--- config.mk ---
export PLATFORM = sky130hd
export DESIGN_NAME = delta_spike_decoder
export DESIGN_NICKNAME = d
export VERILOG_FILES = /design/src/rtl/delta_spike_decoder.sv
export SDC_FILE = /design/constraint.sdc
export NUM_CORES = 1
export LEC_CHECK = 0
export ABC_CLOCK_PERIOD_IN_PS = 4900
export BUFFER_PORTS_ARGS = -buffer_cell sky130_fd_sc_hd__buf_2
export CORE_MARGIN = 2
export CORE_UTILIZATION = 62
export DETAILED_ROUTE_END_ITERATION = 10
export PLACE_DENSITY = 0.83
export SLEW_MARGIN = 10
export SYNTH_ARGS = -nofsm -noshare
export SYNTH_HDL_FRONTEND = slang
export SYNTH_SLANG_ARGS = --single-unit
--- constraint.sdc ---
create_clock -name clk -period 4.9 [get_ports clk]
set_input_delay 0.49 -clock clk [delete_from_list [all_inputs] [get_ports clk]]
set_output_delay 0.49 -clock clk [all_outputs]
set_load 0.05 [all_outputs]
--- src/rtl/delta_spike_decoder.sv ---
// Delta-modulation spike decoder: saturating sample reconstruction plus run-length event FIFO.
// Optional per-direction spike counters (up_cnt/down_cnt) are enabled by defining DELTA_DEC_STATS_EN.
module delta_spike_decoder #(
  parameter int DW    = 4,
  parameter int RW    = 6,
  parameter int DEPTH = 4
) (
  input  logic          clk,
  input  logic          rst,
  input  logic          en,
  input  logic [1:0]    spike_in,
  input  logic [DW-1:0] threshold,
  input  logic          load,
  input  logic [DW-1:0] load_val,
  input  logic          flush,
  output logic [DW-1:0] recon,
  output logic          recon_sat,
  output logic          ev_valid,
  input  logic          ev_ready,
  output logic [RW+1:0] ev_data,
  output logic          ovf,
  output logic          err
`ifdef DELTA_DEC_STATS_EN
  ,
  output logic [15:0]   up_cnt,
  output logic [15:0]   down_cnt
`endif
);

  localparam int            AW       = $clog2(DEPTH);
  localparam logic [RW-1:0] RUN_MAX  = '1;
  localparam logic [AW:0]   FULL_CNT = (AW+1)'(DEPTH);
  localparam logic [1:0]    SYM_UP   = 2'b01;
  localparam logic [1:0]    SYM_DN   = 2'b10;

  logic [DW-1:0] recon_q, recon_d;
  logic          sat_q, sat_d;
  logic [1:0]    dir_q, dir_d;
  logic [RW-1:0] run_q, run_d;
  logic [AW-1:0] rd_q, wr_q;
  logic [AW:0]   cnt_q;
  logic [RW+1:0] mem_q [DEPTH];
  logic          ovf_q, err_q;
  logic          illegal, push, pop, full, push_ok, drop;
  logic [1:0]    sym;

  // Return value is {clamped, result}.
  function automatic logic [DW:0] sat_up(input logic [DW-1:0] a, input logic [DW-1:0] b);
    logic [DW:0] s;
    s = {1'b0, a} + {1'b0, b};
    if (s[DW]) return {1'b1, {DW{1'b1}}};
    return {1'b0, s[DW-1:0]};
  endfunction

  function automatic logic [DW:0] sat_dn(input logic [DW-1:0] a, input logic [DW-1:0] b);
    logic signed [DW:0] d;
    d = $signed({1'b0, a}) - $signed({1'b0, b});
    if (d < 0) return {1'b1, {DW{1'b0}}};
    return {1'b0, d[DW-1:0]};
  endfunction

  assign illegal = en && (spike_in == 2'b11);
  assign sym     = (en && !illegal) ? spike_in : 2'b00;

  always_comb begin
    recon_d = recon_q;
    sat_d   = sat_q;
    if (load) begin
      recon_d = load_val;
      sat_d   = 1'b0;
    end else if (en) begin
      unique case (sym)
        SYM_UP:  {sat_d, recon_d} = sat_up(recon_q, threshold);
        SYM_DN:  {sat_d, recon_d} = sat_dn(recon_q, threshold);
        default: sat_d = 1'b0;
      endcase
    end
  end

  // Run encoder: every push carries the run being closed, never the incoming symbol.
  always_comb begin
    dir_d = dir_q;
    run_d = run_q;
    push  = 1'b0;
    if (flush && run_q != '0) begin
      push  = 1'b1;
      dir_d = en ? sym : 2'b00;
      run_d = en ? RW'(1) : '0;
    end else if (en && sym == dir_q && run_q != RUN_MAX) begin
      run_d = run_q + 1'b1;
    end else if (en) begin
      push  = (run_q != '0);
      dir_d = sym;
      run_d = RW'(1);
    end
  end

  assign full    = (cnt_q == FULL_CNT);
  assign pop     = (cnt_q != '0) && ev_ready;
  assign push_ok = push && (!full || pop);
  assign drop    = push && full && !pop;

  always_ff @(posedge clk) begin
    if (rst) begin
      recon_q <= '0;
      sat_q   <= 1'b0;
      dir_q   <= 2'b00;
      run_q   <= '0;
      rd_q    <= '0;
      wr_q    <= '0;
      cnt_q   <= '0;
      ovf_q   <= 1'b0;
      err_q   <= 1'b0;
    end else begin
      recon_q <= recon_d;
      sat_q   <= sat_d;
      dir_q   <= dir_d;
      run_q   <= run_d;
      if (pop)     rd_q <= rd_q + 1'b1;
      if (push_ok) wr_q <= wr_q + 1'b1;
      unique case ({push_ok, pop})
        2'b10:   cnt_q <= cnt_q + 1'b1;
        2'b01:   cnt_q <= cnt_q - 1'b1;
        default: cnt_q <= cnt_q;
      endcase
      if (drop)    ovf_q <= 1'b1;
      if (illegal) err_q <= 1'b1;
    end
  end

  always_ff @(posedge clk) begin
    if (push_ok) mem_q[wr_q] <= {dir_q, run_q};
  end

`ifdef DELTA_DEC_STATS_EN
  logic [15:0] up_q, dn_q;

  always_ff @(posedge clk) begin
    if (rst) begin
      up_q <= '0;
      dn_q <= '0;
    end else begin
      if (sym == SYM_UP && up_q != 16'hFFFF) up_q <= up_q + 1'b1;
      if (sym == SYM_DN && dn_q != 16'hFFFF) dn_q <= dn_q + 1'b1;
    end
  end

  assign up_cnt   = up_q;
  assign down_cnt = dn_q;
`endif

  assign recon     = recon_q;
  assign recon_sat = sat_q;
  assign ev_valid  = (cnt_q != '0);
  assign ev_data   = ev_valid ? mem_q[rd_q] : '0;
  assign ovf       = ovf_q;
  assign err       = err_q;

endmodule

Yosys cells after proc, flatten, opt, wreduce, memory -nomap -nowiden --
Memories as Yosys holds them, arrays and structs flattened. A register that Yosys moved wholly into a read port is not among the register bits. Cells that the tools add are included.
Storage, ports and cells: flip-flop bits (word level) 22, bits in writable memories 32, bits of input ports 16, output and inout port bits 16, memories 1
Memories:
- mem_q | words 4, bits a word 8, rd ports 1, clocked after Yosys merged registers in 1, wr ports 1, line 42 | logic [RW+1:0] mem_q [DEPTH];
Cells by class: add/sub/neg operators 7, order comparisons 1, eq/ne operators 9, mux-type cells 34, reductions and logical operators 23
Operators with widths (number):
- 2-to-1 mux 5 bit | 4
- 2-to-1 mux 6 bit | 3
- 2-to-1 mux 1 bit | 14
- 2-to-1 mux 2 bit | 7
- logical AND 1 bit | 9
- nonzero test 3 bit | 3
- 2-to-1 mux 4 bit | 2
- 2-to-1 mux 8 bit | 1
- case mux 4 bit (2 select lines) | 1
- adder 6 x 1 -> 6 bit, second input constant | 1
- equality test 2 bit, second input constant | 3
- != test 6 bit, second input constant | 1
- case mux 3 bit (2 select lines) | 1
- nonzero test 2 bit | 3
- nonzero test 6 bit | 1
- adder 4 x 4 -> 5 bit | 1
- less-than comparator 5 x 1 -> 1 bit, second input constant | 1
- subtractor 4 x 4 -> 5 bit | 1
- adder 2 x 1 -> 2 bit, second input constant | 2
- equality test 2 x 1 -> 1 bit, second input constant | 2
- AND reduction 2 bit | 2
- adder 3 x 1 -> 3 bit, second input constant | 1
- equality test 3 bit, second input constant | 1
- logical NOT 1 bit | 3
- 6 further kinds | 6

Depth between registers and ports, before layout --
Gate-level depths: netlist (run 1).
depth after elaboration 13, depth in mapped cells 10

Least setup slack after synthesis (run 1) --
OpenSTA, ideal clock, no wires.
path kind input to register, from input spike_in[0], to register cnt_q[2], library setup time 0.123 ns, arrival time 2.440 ns, required time 4.777 ns, path slack 2.337 ns, cell stages on the path 9, path buffers 0, cells stage by stage and4bb_2 -> a31oi_1 -> a211oi_2 -> nor2_2 -> nor2_1 -> fa_1 -> or2_2 -> a2bb2oi_1 -> mux2_1
Between the ends: word-level cells in the longest chain between the ends 13
RTL lines:
- start: declaration | line 11 | input logic [1:0] spike_in,
- equality test 2 bit | line 62 | assign illegal = en && (spike_in == 2'b11);
- logical AND 1 bit | line 62
- logical NOT 1 bit | line 63 | assign sym = (en && !illegal) ? spike_in : 2'b00;
- logical AND 1 bit | line 63
- 2-to-1 mux 2 bit * | line 63
- equality test 2 bit * | line 89 | end else if (en && sym == dir_q && run_q != RUN_MAX) begin
- logical AND 1 bit * (2 in a row) | line 89
- 2-to-1 mux 1 bit * | line 89
- 2-to-1 mux 1 bit * | line 85 | if (flush && run_q != '0) begin
- logical AND 1 bit * | line 100 | assign push_ok = push && (!full || pop);
- equality test 2 x 1 -> 1 bit / equality test 2 bit (equally long branches) | line 121 | unique case ({push_ok, pop})
- case mux 3 bit (2 select lines) / nonzero test 2 bit (equally long branches)
- end signal: assignment | line 122 | 2'b10: cnt_q <= cnt_q + 1'b1;
- end signal: assignment | line 123 | 2'b01: cnt_q <= cnt_q - 1'b1;
- end signal: assignment | line 124 | default: cnt_q <= cnt_q;
- end: declaration | line 41 | logic [AW:0] cnt_q;
Mark *: on every way between the ends. The rest lies on a longest branch, timed or not. A chain may end at the register's enable or synchronous reset.

Worst setup path in the final report (run 1) --
from register dir_q[0], to register cnt_q[2]
Between the ends: word-level cells in the longest chain between the ends 8
RTL lines:
- start: declaration | line 38 | logic [1:0] dir_q, dir_d;
- start signal: assignment | line 117 | dir_q <= dir_d;
- equality test 2 bit * | line 89
- logical AND 1 bit * (2 in a row) | line 89
- 2-to-1 mux 1 bit * | line 89
- 2-to-1 mux 1 bit * | line 85
- logical AND 1 bit * | line 100
- equality test 2 x 1 -> 1 bit / equality test 2 bit (equally long branches) | line 121
- case mux 3 bit (2 select lines) / nonzero test 2 bit (equally long branches)
Marked as above.

==> impl_metrics.csv, run 1 <==
group,metric,value,unit
power_and_ir_drop,leakage,1.23,nW
synth,synth.distinct_cells,44,
timing,hold_slack,479,ps
grt,overflow,0,
timing,skew,12.2,ps
setup_path,critPathBufInv,0,
synth,yosys_warnings,0,
final_layout,finalNetCount,312,
power_and_ir_drop,power.density,426,mW/mm^2
synth,syn_area,0.00285,mm^2
setup_path,path_depth,9,
setup_path,startpoint_type,"flip-flop",
hold_path,min-delay-path-class,"primary input to flip-flop",
clock_tree,clk_latency,310,ps
setup_path,reg2reg_setup_slack,2140,ps
outcome,outcome,"finished, final reports clean",
clock_tree,cts_sinks,56,
die,ioPinCount,32,
detailed_routing,ant_nets,0,
timing,relSlewSlack,49.8,%
timing,period_needed,2760,ps
timing,rsz0062_at_grt,"no",
setup_path,crit_required,5110,ps
grt,antenna_found_initial,0,
setup_path,worst_r2r_path_depth,9,
setup_path,critPathArrivalTime,2970,ps
timing,tightest_slew,747,ps
synth,ys_ff_latch,56,
detailed_routing,drc,0,
detailed_routing,drt-total-wl,5130,um
grt,grt_use_total,21.7,%
final_layout,drive_gt1_share,20.9,%
synth,synth_top_area_share,33.7,%
clock_tree,h-tree-depth,2,
setup_path,critPathMaxStageDelay,480,ps
synth,yosysSeqAreaShare,50.6,%
final_layout,n_fill_cell,324,
grt,grt_pass1_vias,1870,
placement,place_congestion,0.801,
timing,fin_crit_sh,56.3,%
setup_path,crit_end,"cnt_q[2]",
synth,synth-edff-count,32,
clock_tree,cts_resized,0,
synth,syn_area_per_cell,11.4,um^2
clock_tree,hold_buffers,0,
setup_path,endpoint_kind,"flip-flop",
power_and_ir_drop,worst_ir_drop_vdd,0.000223,V
die,die_w,71.8,um
detailed_routing,first_iter_violations,82,
final_layout,fin_area,0.00312,mm^2
die,die_h,71.8,um
setup_path,crit_path_cell_trace,"and4bb_2 > a31oi_1 > a211oi_2 > nor2_2 > nor2_1 > fa_1 > or2_2 > a2bb2oi_1 > mux2_1",
synth,synth_top_cell_by_area,"edfxtp_1",
synth,synthesis.nets,284,
timing,setup_viol,0,
timing,hold_violations,0,
die,core_region_area,0.00438,mm^2
timing,clock.fmax,362,MHz
detailed_routing,drt-vias-per-instance,5.79,
die,die_area,0.00515,mm^2
synth,synth_ff_type,"edfxtp_1",
synth,synth_area_leaders,"edfxtp_1 (34%), dfxtp_1 (17%), ha_1 (7.0%), mux4_2 (6.3%), a21oi_1 (3.2%)",
die,rows,24,
run,cap_violations,0,
detailed_routing,wl_per_cell,15.6,um
final_layout,instances_no_fill,330,
setup_path,crit_family,"simple AND/OR/NAND/NOR gates",
synth,async_flop_share,0,%
clock_tree,post_cts_buffers,0,
placement,numPortBuffers,31,
setup_path,r2r_start,"dir_q[0]",
timing,maxSlewViolCount,0,
final_layout,diodes,0,
setup_path,critPathMaxFanout,8,
placement,placed_area,0.00302,mm^2
setup_path,r2r-end,"cnt_q[2]",
clock_tree,clk_pin_slew_worst_paths,100,ps
clock_tree,cts_tree,"built",
setup_path,startpoint,"dir_q[0]",
grt,grt_max_degree,28,
grt,grt_pass1_wl,8570,um
clock_tree,cts_root_buffer,"clkbuf_8",
clock_tree,clk_path_buf_depth,2,
setup_path,worst_path_max_delay_cell,"dfxtp_1",
detailed_routing,first_pass_iters,4,
synth,synthCells,249,
setup_path,critPathKind,"flip-flop to flip-flop",
die,initial_core_util,65.0,%
detailed_routing,dr_total_vias,1912,
timing,finalSetupTns,0,ps
placement,hpwlAfterDp,3830,um
placement,dp_cells,322,
final_layout,area_delta_synth_final,9.40,%
clock_tree,cts_inserted_buffers,5,
## layer usage
layer / track usage (%) / wire length [um]
met3: 4.64 / 186
met4: 6.50 / 53
met1: 29.0 / 2330
met5: 0 / 0
met2: 36.0 / 2560
## synthesized netlist by cell type, drive strengths merged (4+ instances only)
cell type  count
nor3           8
dfxtp         24
nor2b          5
nand2b         7
and2          12
mux4           8
nand3          4
edfxtp        32
inv           18
a311oi         5
nor2          20
nand2         11
clkbuf         9
ha            16
a21oi         18
o21ai          9
## worst min-delay path by stage
| stage | from | slack [ps] | depth (start not counted) | to |
|---|---|---|---|---|
| after CTS | load_val[3] | 470 | 3 | recon[3] |
| final | load_val[3] | 480 | 3 | recon[3] |
| after global routing | load_val[2] | 490 | 3 | recon[2] |
| after detailed placement | ovf | 480 | 2 | ovf |
| after global placement | ovf | 480 | 2 | ovf |
| after floorplan | rd_q[1] | 480 | 2 | flip-flop |
## final cells by class
type | count | area (um^2) | area share, %
sequential | 56 | 1440 | 46.2
multi-input combinational | 165 | 1290 | 41.5
timing repair buffer | 31 | 155 | 4.98
clock buffer | 6 | 82.6 | 2.65
inverter | 18 | 67.6 | 2.17
tap | 52 | 65.1 | 2.09
clock inverter | 2 | 10.0 | 0.321
## worst min-delay path, stage by stage
cell and delay [ps]:
buf_2 70, a21oi_1 60, o22ai_1 130
## metrics by stage
stage                     utilization [%]  power [W]  setup WS (ps)
after floorplan                         -   0.000990           2340
after global placement               69.0    0.00107           2040
after detailed placement             69.0    0.00109           1950
after CTS                            71.1    0.00134           2140
after global routing                 71.1    0.00140           1960
final                                71.1    0.00133           2140
## where the power goes
| part | internal [W] | leakage [nW] | total [W] | switching [W] |
|---|---|---|---|---|
| Sequential | 0.000531 | 0.517 | 0.000581 | 0.0000497 |
| Clock | 0.000113 | 0.0510 | 0.000253 | 0.000140 |
| Combinational | 0.000179 | 0.661 | 0.000494 | 0.000315 |
| Total | 0.000823 | 1.23 | 0.00133 | 0.000505 |
## placed cells by master (no fill, tap or decap), drive strengths merged, types with 8 or more instances in the layout
master and instances:
nor2 20, inv 18, nand2 11, buf 31, dfxtp 24, mux4 8, and2 12, ha 16
a21oi 18, o21ai 9, nor3 8, edfxtp 32
## kinds of logic (layout without fill, tap and decap cells)
| family | count (synthesis) | after routing | synth area share, % |
|---|---|---|---|
| AOI/OAI and AO/OA | 51 | 51 | 12.0 |
| xor gates and xnor gates | 5 | 5 | 1.54 |
| adders and majority gates | 19 | 19 | 9.13 |
| buffers and inverters | 28 | 57 | 3.95 |
| DFF | 56 | 56 | 50.6 |
| muxes | 13 | 13 | 8.30 |
| and+or+nand+nor | 77 | 77 | 14.4 |
## registers in the layout (all words and copies together), names as in the netlist, named ones only
register and cells:
cnt_q 3, recon_sat 1, dir_q 2, recon 4, err 1, mem_q 32
rd_q 2, run_q 6, wr_q 2, ovf 1
(Power assumes the default switching activity.)
==> inputs of run 2 (changes only) <==
--- a/config.mk
+++ b/config.mk
@@ -5,12 +5,13 @@
 export SDC_FILE = /design/constraint.sdc
 export NUM_CORES = 1
 export LEC_CHECK = 0
-export ABC_CLOCK_PERIOD_IN_PS = 4900
+export ABC_AREA = 1
+export ABC_CLOCK_PERIOD_IN_PS = 2610
 export BUFFER_PORTS_ARGS = -buffer_cell sky130_fd_sc_hd__buf_2
 export CORE_MARGIN = 2
-export CORE_UTILIZATION = 62
+export CORE_UTILIZATION = 58
 export DETAILED_ROUTE_END_ITERATION = 10
-export PLACE_DENSITY = 0.83
+export PLACE_DENSITY = 0.78
 export SLEW_MARGIN = 10
 export SYNTH_ARGS = -nofsm -noshare
 export SYNTH_HDL_FRONTEND = slang
==> constraint.sdc (replaced) <==
create_clock -name clk -period 2.61 [get_ports clk]
set_input_delay 0.261 -clock clk [delete_from_list [all_inputs] [get_ports clk]]
set_output_delay 0.261 -clock clk [all_outputs]
set_load 0.05 [all_outputs]
==> impl_metrics.csv, run 2 <==
group,metric,value,unit
setup_path,crit_required,2820,ps
clock_tree,clk_latency,310,ps
timing,finalSetupTns,0,ps
detailed_routing,first_pass_iters,4,
synth,syn_area,0.00292,mm^2
power_and_ir_drop,leakage,1.42,nW
die,initial_core_util,60.9,%
final_layout,fin_area,0.00324,mm^2
detailed_routing,drc,0,
setup_path,reg2reg_setup_slack,310,ps
synth,syn_area_per_cell,9.09,um^2
setup_path,startpoint_type,"flip-flop",
grt,antenna_found_initial,0,
synth,ys_top_cells_by_count,"nor2_1 (55), inv_1 (40), nand2_1 (35), edfxtp_1 (32), a21oi_1 (27)",
clock_tree,cts_resized,0,
clock_tree,cts_sinks,56,
timing,setup_viol,0,
final_layout,instances_no_fill,424,
final_layout,largest_register_ffs,32,
detailed_routing,first_iter_violations,131,
synth,async_flop_share,0,%
timing,hold_violations,0,
synth,synthCells,321,
detailed_routing,wl_per_cell,13.0,um
synth,synthesis.nets,356,
synth,synth_ff_type,"edfxtp_1",
grt,overflow,0,
grt,grt_pass1_wl,8800,um
timing,fin_crit_sh,88.3,%
run,cap_violations,0,
timing,maxSlewViolCount,0,
synth,synth_top_cell_by_area,"edfxtp_1",
clock_tree,post_cts_buffers,0,
die,die_h,74.9,um
synth,yosys_warnings,0,
synth,synth.distinct_cells,38,
grt,grt_use_total,20.9,%
clock_tree,cts_root_buffer,"clkbuf_8",
grt,grt_pass1_vias,1950,
power_and_ir_drop,power.density,809,mW/mm^2
timing,rsz0062_at_grt,"no",
setup_path,endpoint_kind,"flip-flop",
detailed_routing,drt-vias-per-instance,5.17,
timing,hold_slack,167,ps
synth,synth.most_common_cell,"nor2_1",
timing,tightest_slew,614,ps
clock_tree,h-tree-depth,2,
final_layout,regMostFlops,"mem_q",
hold_path,hold_end,"recon_sat",
setup_path,critPathMaxFanout,8,
placement,hpwlAfterDp,3990,um
final_layout,area_delta_synth_final,11.0,%
synth,synth-edff-count,32,
synth,synth_top_area_share,32.9,%
die,rows,25,
final_layout,n_fill_cell,382,
die,ioPinCount,32,
grt,grt_max_degree,19,
setup_path,critPathArrivalTime,2510,ps
setup_path,worst_r2r_path_depth,12,
placement,numPortBuffers,31,
final_layout,layout_common_cells,"nor2_1 (55), inv_1 (40), nand2_1 (35)",
setup_path,r2r-end,"cnt_q[2]",
power_and_ir_drop,worst_ir_drop_vdd,0.000468,V
clock_tree,hold_buffers,0,
final_layout,diodes,0,
detailed_routing,drt-total-wl,5490,um
die,core_region_area,0.00479,mm^2
clock_tree,clk_path_buf_depth,2,
placement,place_congestion,0.925,
setup_path,critPathKind,"flip-flop to flip-flop",
placement,placed_area,0.00315,mm^2
final_layout,finalNetCount,391,
timing,relSlewSlack,59.0,%
detailed_routing,ant_nets,0,
hold_path,min-delay-path-class,"primary input to flip-flop",
die,die_area,0.00561,mm^2
synth,ys_ff_latch,56,
detailed_routing,dr_total_vias,2191,
outcome,outcome,"finished, final reports clean",
synth,yosysSeqAreaShare,49.4,%
timing,clock.fmax,434,MHz
hold_path,hold_path_startpoint,"load",
setup_path,r2r_start,"run_q[1]",
final_layout,regArea,0.00144,mm^2
synth,synth_area_leaders,"edfxtp_1 (33%), dfxtp_1 (16%), nor2_1 (7.1%), ha_1 (6.9%), inv_1 (5.1%)",
hold_path,worstHoldPathCells,2,
final_layout,multi_input_area,0.00127,mm^2
timing,period_needed,2300,ps
final_layout,drive_gt1_share,19.3,%
clock_tree,cts_inserted_buffers,5,
die,die_w,74.9,um
clock_tree,cts_tree,"built",
clock_tree,clk_pin_slew_worst_paths,100,ps
final_layout,final_common_cell,"nor2_1",
timing,skew,3.30,ps
placement,dp_cells,416,
[run 2: cell types whose count changed in the layout (fill, tap and decap cells not counted), moves of 6 or more]
cell,delta
o21ai_0,+16
mux4_2,-8
inv_1,+22
nand3_2,+6
nor2_1,+36
nand2b_1,-7
and2_1,-12
a21oi_1,+9
nand2_1,+24
[run 2: critical path, cell delays in order (launching register included)]
cell      delay (ps)
dfxtp_1          460
ha_1             260
nand3_2          100
nor2_1           140
nor2_2            60
nand4_1          130
nand2_2          100
nand2_2           80
inv_1             50
fa_1             390
nand3b_2         230
a21oi_1          140
nor2_1            60
[run 2: logic make-up (layout without fill, tap and decap cells)]
group	after synthesis	count (layout)	synth area share, %
compound gates	70	70	13.5
xor+xnor	4	4	1.20
fa+ha+maj	19	19	8.92
buf+inv	52	88	7.16
flops	56	56	49.4
simple gates	120	120	19.8
[run 2: area by class of cell]
type / count / share of cell area, %
Clock buffer: 5 / 2.13
Timing Repair Buffer: 35 / 5.72
Inverter: 45 / 5.22
Tap cell: 67 / 2.59
Sequential cell: 56 / 44.5
Clock inverter: 3 / 0.696
Multi-Input combinational cell: 213 / 39.1
[run 2: through the flow]
stage	util, %	total power, W	setup WS, ps
after floorplan	-	0.00193	454
after global placement	65.7	0.00215	426
after detailed placement	65.7	0.00217	319
after CTS	67.6	0.00263	292
after global routing	67.6	0.00278	114
final	67.6	0.00262	306
[run 2: routing by layer]
| layer | share of wire [%] | wire, um | track usage (%) | up-vias |
|---|---|---|---|---|
| li1 | - | - | - | 1132 |
| met1 | 46 | 2540 | 27.4 | 1011 |
| met2 | 49 | 2670 | 35.7 | 43 |
| met3 | 4.4 | 244 | 3.35 | 5 |
| met4 | 0.76 | 42 | 6.75 | 0 |
| met5 | 0 | 0 | 0 | - |
[run 2: worst max-delay path by stage]
| stage | startpoint | to | slack [ps] | depth (start not counted) |
|---|---|---|---|---|
| 6_report | run_q[1] | cnt_q[2] | 310 | 12 |
| 5_1_grt | run_q[1] | cnt_q[2] | 110 | 12 |
| 4_1_cts | run_q[1] | cnt_q[2] | 290 | 12 |
| 3_5_place_dp | run_q[1] | cnt_q[2] | 320 | 12 |
| 3_3_place_gp | run_q[1] | cnt_q[2] | 430 | 12 |
| 2_1_floorplan | cnt_q[0] | cnt_q[2] | 450 | 10 |
[run 2: power breakdown]
part / switching, W / internal, W / total, W
Sequential: 0.0000862 / 0.00102 / 0.00110
Clock: 0.000279 / 0.000193 / 0.000472
Combinational: 0.000775 / 0.000273 / 0.00105
